--- src/rtl/risc_v_mike_mem_bus_fabric.sv ---
// risc_v_mike_mem_bus_fabric: N-master arbiter, region decoder and wait-state inserter for the shared memory bus.
// Define MEM_BUS_RR_ARB_EN for round-robin arbitration; fixed priority (master 0 first) otherwise.
`timescale 1ns/1ps
module risc_v_mike_mem_bus_fabric #(
   parameter int N_MST = 2,
   parameter int N_REG = 4,
   parameter int ADDR_W = 32,
   parameter int DATA_W = 32,
   parameter int WAIT_CYC = 1,
   parameter logic [N_REG*ADDR_W-1:0] REG_BASE = {32'hFFFF0000, 32'h00400000, 32'h7FFFF000, 32'h10010000},
   parameter logic [N_REG*ADDR_W-1:0] REG_MASK = {32'hFFFF0000, 32'hFFF00000, 32'hFFFFF000, 32'hFFFF0000}
) (
   input  logic                    clk,
   input  logic                    rst,
   input  logic [N_MST-1:0]        m_req,
   input  logic [N_MST-1:0]        m_wr,
   input  logic [N_MST*ADDR_W-1:0] m_addr,
   input  logic [N_MST*DATA_W-1:0] m_wdata,
   output logic [N_MST-1:0]        m_ack,
   output logic [N_MST-1:0]        m_err,
   output logic [DATA_W-1:0]       m_rdata,
   output logic [N_REG-1:0]        s_sel,
   output logic                    s_wr,
   output logic [ADDR_W-1:0]       s_addr,
   output logic [DATA_W-1:0]       s_wdata,
   input  logic [N_REG*DATA_W-1:0] s_rdata,
   output logic                    busy
);
   localparam int GW = N_MST > 1 ? $clog2(N_MST) : 1;
   typedef enum logic [1:0] {IDLE, ACCESS, RESP} state_t;
   state_t state, nxt;
   logic [GW-1:0] gnt, pick;
   logic [N_REG-1:0] sel_q, sel_d;
   logic [ADDR_W-1:0] req_addr;
   logic [DATA_W-1:0] rd_mux;
   logic [3:0] wcnt;
   logic wr_q, err_q, last, start;
   assign last = wcnt == 4'(WAIT_CYC);
   assign start = state == IDLE && |m_req;
`ifdef MEM_BUS_RR_ARB_EN
   logic [GW-1:0] ptr;
   always_ff @(posedge clk or negedge rst)
      if (!rst) ptr <= '0;
      else if (start) ptr <= pick;
   // Descending scan so the requester nearest ptr+1 is the last (winning) assignment.
   always_comb begin
      pick = '0;
      for (int i = N_MST-1; i >= 0; i--)
         if (m_req[(int'(ptr) + 1 + i) % N_MST]) pick = GW'((int'(ptr) + 1 + i) % N_MST);
   end
`else
   always_comb begin
      pick = '0;
      for (int i = N_MST-1; i >= 0; i--)
         if (m_req[i]) pick = GW'(i);
   end
`endif
   // Lowest-index region wins on overlap; an all-zero select marks a decode miss.
   always_comb begin
      req_addr = m_addr[int'(pick)*ADDR_W +: ADDR_W];
      sel_d = '0;
      for (int j = N_REG-1; j >= 0; j--)
         if ((req_addr & REG_MASK[j*ADDR_W +: ADDR_W]) == REG_BASE[j*ADDR_W +: ADDR_W]) begin
            sel_d = '0;
            sel_d[j] = 1'b1;
         end
   end
   always_comb begin
      rd_mux = '0;
      for (int j = 0; j < N_REG; j++)
         if (sel_q[j]) rd_mux = rd_mux | s_rdata[j*DATA_W +: DATA_W];
   end
   always_ff @(posedge clk or negedge rst)
      if (!rst) state <= IDLE;
      else state <= nxt;
   always_comb
      nxt = state == IDLE ? (|m_req ? ACCESS : IDLE) :
            state == ACCESS ? (last ? RESP : ACCESS) : IDLE;
   // Strobes derive from the state register so the async reset clears them immediately.
   always_comb begin
      s_sel = state == ACCESS ? sel_q : '0;
      s_wr = state == ACCESS && last && wr_q && !err_q;
      busy = state != IDLE;
      m_ack = '0;
      m_err = '0;
      if (state == RESP) begin
         m_ack[gnt] = 1'b1;
         m_err[gnt] = err_q;
      end
   end
   always_ff @(posedge clk or negedge rst)
      if (!rst) begin
         gnt <= '0;
         wr_q <= 1'b0;
         err_q <= 1'b0;
         sel_q <= '0;
         wcnt <= '0;
         s_addr <= '0;
         s_wdata <= '0;
         m_rdata <= '0;
      end else if (start) begin
         gnt <= pick;
         wr_q <= m_wr[pick];
         err_q <= ~|sel_d;
         sel_q <= sel_d;
         wcnt <= '0;
         s_addr <= req_addr;
         s_wdata <= m_wdata[int'(pick)*DATA_W +: DATA_W];
      end else if (state == ACCESS) begin
         wcnt <= wcnt + 4'd1;
         if (last) m_rdata <= (wr_q || err_q) ? '0 : rd_mux;
      end
endmodule

--- config.mk ---
export PLATFORM = sky130hd
export DESIGN_NAME = risc_v_mike_mem_bus_fabric
export DESIGN_NICKNAME = d
export VERILOG_FILES = /design/src/rtl/risc_v_mike_mem_bus_fabric.sv
export SDC_FILE = /design/constraint.sdc
export NUM_CORES = 1
export LEC_CHECK = 0
export ABC_AREA = 1
export CORE_AREA = 2 2 144 146
export CTS_BUF_LIST = sky130_fd_sc_hd__clkbuf_2
export DETAILED_ROUTE_END_ITERATION = 8
export DIE_AREA = 0 0 146 148
export GPL_ROUTABILITY_DRIVEN = 0
export PLACE_DENSITY = 0.69
export SLEW_MARGIN = 25
export SYNTH_ARGS = -nofsm -noshare
export SYNTH_HDL_FRONTEND = slang
export SYNTH_SLANG_ARGS = --single-unit
--- constraint.sdc ---
create_clock -name clk -period 3.7 [get_ports clk]
set_input_delay 0.74 -clock clk [delete_from_list [all_inputs] [get_ports clk]]
set_output_delay 0.74 -clock clk [all_outputs]
set_load 0.05 [all_outputs]
==> metrics.cfg <==
[floorplanning]
core-area_um2 = 20000
initial_core_util_pct = 28.3
rows = 52
chipHeight_um = 148
io_pins = 368
die-area_um2 = 21600
die_w_um = 146

[routing]
drtAntennaViolNets = 0
drc = 0
drt-initial-drc-count = 332
wl_per_cell_um = 17.2
totalWireLength_mm = 22.8
via_per_inst = 4.85
dr.pass1.iters = 5
vias = 6409

[logic_synthesis]
synth.avg_cell_area_um2 = 7.97
synth_top_area_cell = dfrtp_1
synth_top_area_share_pct = 48.1
synthCells = 712
yosysSeqAreaShare_pct = 48.1
yosys-top-cells-count = 164 x o21ai_0, 141 x nand2_1, 109 x dfrtp_1, 77 x nor2_1, 39 x clkbuf_1
yosysWarnings = 0
synth_top_cells_by_area = dfrtp_1 48%, o21ai_0 14%, nand2_1 9.3%
synth-seq-cells = 109
synth_cell_types = 26
syn_area_um2 = 5670
async_flop_share_pct = 100
synth.most_common_cell = o21ai_0
synthFlopType = dfrtp_1
synth_nets = 976
synth_enable_flop_cells = 0

[sta]
rsz0062_at_grt = no
finalSetupViolCount = 0
fin_crit_ns = 3.21
timing.final.crit_share_pct = 86.8
slew_violations = 0
worstMarginPinSlew_ns = 0.743
finalClockSkew_ns = 0.0338
relSlewSlack_pct = 50.5
max_freq_ghz = 0.312
fin_ws_ns = 0.490
hold_viol_final = 0
setup_tns_ns = 0

[place]
hpwl_mm = 16.9
post-place-ws_ns = 0.664
io_buffers = 367

[grt]
grt_max_degree = 67
grt_overflow = 0
grt_pass1_wl_mm = 34.8
grt_pass1_vias = 6128
grt_antenna_before_repair = 1
grt_util_all_layers_pct = 20.5

[cells_and_area]
nFillCells = 2024
fin_util_pct = 48.2
layout.nets = 1308
multi_input_area_um2 = 2570
area_delta_synth_final_pct = 70.1
regArea_um2 = 2730
drive_gt1_share_pct = 3.72

[worst_hold_path]
hold_class = in -> async

[pwr]
power_density_nw_per_um2 = 771
p_leak_uw = 0.00404
vdd_ir_drop_max_v = 0.000339

[worst_setup_path]
path_max_fanout = 34
rr_endpoint = m_rdata[18]
cp_cell_sequence = nor2_2 -> inv_1 -> buf_4 -> nor4_1 -> buf_12
worstReg2RegStart = state[1]
path_class = reg -> out
end_kind = output port
worstSetupEndpoint = s_wr
start_kind = flip-flop
required_ns = 2.96
reg2regPathDepth = 6
r2r_slack_ns = 1.41
critPathSlowestCell = nor4_1
cp.arrival_ns = 2.47
startpoint = state[1]
crit_path_max_incr_delay_ns = 0.52

[clock_tree]
cts-resized-gates = 0
cts_tree = yes
hold_buffers = 0
htreeDepth = 3
clockBufferDepth = 2
clk_latency_ns = 0.61
post_cts_buffers = 0
path_clk_slew_ns = 0.31
numCtsBuffers = 9
cts-root-buf = clkbuf_2
clock-sinks = 109

[status]
outcome = finished, final reports clean

[run]
maxCapViolCount = 0

-- worst max-delay path, delay by kind of cell, from the launching register on --
kind / cells / cell delay [ns]
simple gates: 2 / 0.74
buf+inv: 3 / 0.65
flops: 1 / 0.47
-- sequential cells by signal, indices dropped and copies added (netlist names) --
name	count
wcnt	4
s_addr	32
wr_q	1
sel_q	4
s_wdata	32
err_q	1
gnt	1
state	2
m_rdata	32
-- layout by cell type (no fill, tap or decap) --
cell | netlist | routed
nand4_1 | 3 | 3
buf_12 | 0 | 2
clkinv_4 | 0 | 1
buf_4 | 2 | 11
a22o_1 | 32 | 32
nor2_4 | 1 | 1
nor3_1 | 4 | 4
inv_1 | 35 | 34
o21ai_1 | 19 | 19
inv_2 | 3 | 4
a221oi_1 | 32 | 32
clkinv_1 | 0 | 1
nand2_1 | 141 | 141
nand3_2 | 0 | 1
ha_1 | 2 | 2
nand2_2 | 3 | 3
a21oi_4 | 0 | 1
inv_6 | 0 | 1
a31oi_1 | 7 | 7
a21oi_1 | 1 | 1
clkinv_2 | 0 | 2
clkbuf_2 | 0 | 9
nor2_2 | 1 | 1
clkdlybuf4s50_1 | 0 | 365
inv_8 | 0 | 1
o21ai_0 | 164 | 164
o22ai_1 | 1 | 1
nor4_1 | 1 | 1
nor2_1 | 77 | 77
diode_2 | 0 | 2
dfrtp_1 | 109 | 109
nand3_1 | 18 | 17
clkinvlp_4 | 0 | 1
-- per-layer routing --
| metal | part of all wire (%) | wire length (um) | up-vias | track usage (%) |
|---|---|---|---|---|
| li1 | - | - | 3123 | - |
| met1 | 44 | 9970 | 3015 | 27.2 |
| met2 | 48 | 11000 | 242 | 33.5 |
| met3 | 6.1 | 1400 | 29 | 4.32 |
| met4 | 1.9 | 428 | 0 | 6.36 |
| met5 | 0 | 0 | - | 0 |
-- area by class of cell --
type	count	area share (%)
timing repair buffer	378	39.1
clock inverter	7	0.519
multi-input combinational	508	26.6
clock buffer	9	0.467
antenna	2	0.0519
tap	270	3.50
sequential	109	28.3
inverter	38	1.48
-- power breakdown --
group | leakage, uW | switching (uW) | total, uW | internal, uW
clock network | 0.0000616 | 431 | 525 | 93.5
logic | 0.00260 | 3260 | 4860 | 1600
registers | 0.00138 | 306 | 2060 | 1750
-- kinds of logic (layout without fill, tap and decap cells) --
group	count (synthesis)	count (layout)	share of synthesized area [%]
flip-flops	109	109	48.1
AO/OA/AOI/OAI	257	257	27.1
buffers and inverters	95	432	6.90
AND/OR/NAND/NOR	249	249	17.4
adder cells (fa/ha/maj)	2	2	0.441
other	0	2	0
-- through the flow --
step / power (uW) / std cells / hold slack [ns] / area (um^2)
floorplan: 5080 / 712 / 0.444 / 5670
global placement: 6940 / 1303 / 0.467 / 9550
detailed placement: 6980 / 1303 / 0.472 / 9550
CTS: 7510 / 1319 / 0.0585 / 9650
global route: 7890 / 1321 / 0.0622 / 9650
finish: 7440 / 1321 / 0.117 / 9650
-- worst min path at each step --
stage / end / slack [ns] / depth (start not counted) / startpoint
floorplan: err_q / 0.44 / 0 / rst
global placement: s_wdata[22] / 0.47 / 2 / s_wdata[22]
detailed placement: s_wdata[25] / 0.47 / 2 / s_wdata[25]
CTS: s_wdata[21] / 0.06 / 1 / rst
global route: m_rdata[16] / 0.06 / 1 / rst
finish: m_rdata[10] / 0.12 / 1 / rst
Note: power is estimated with default switching activity, not from simulation.
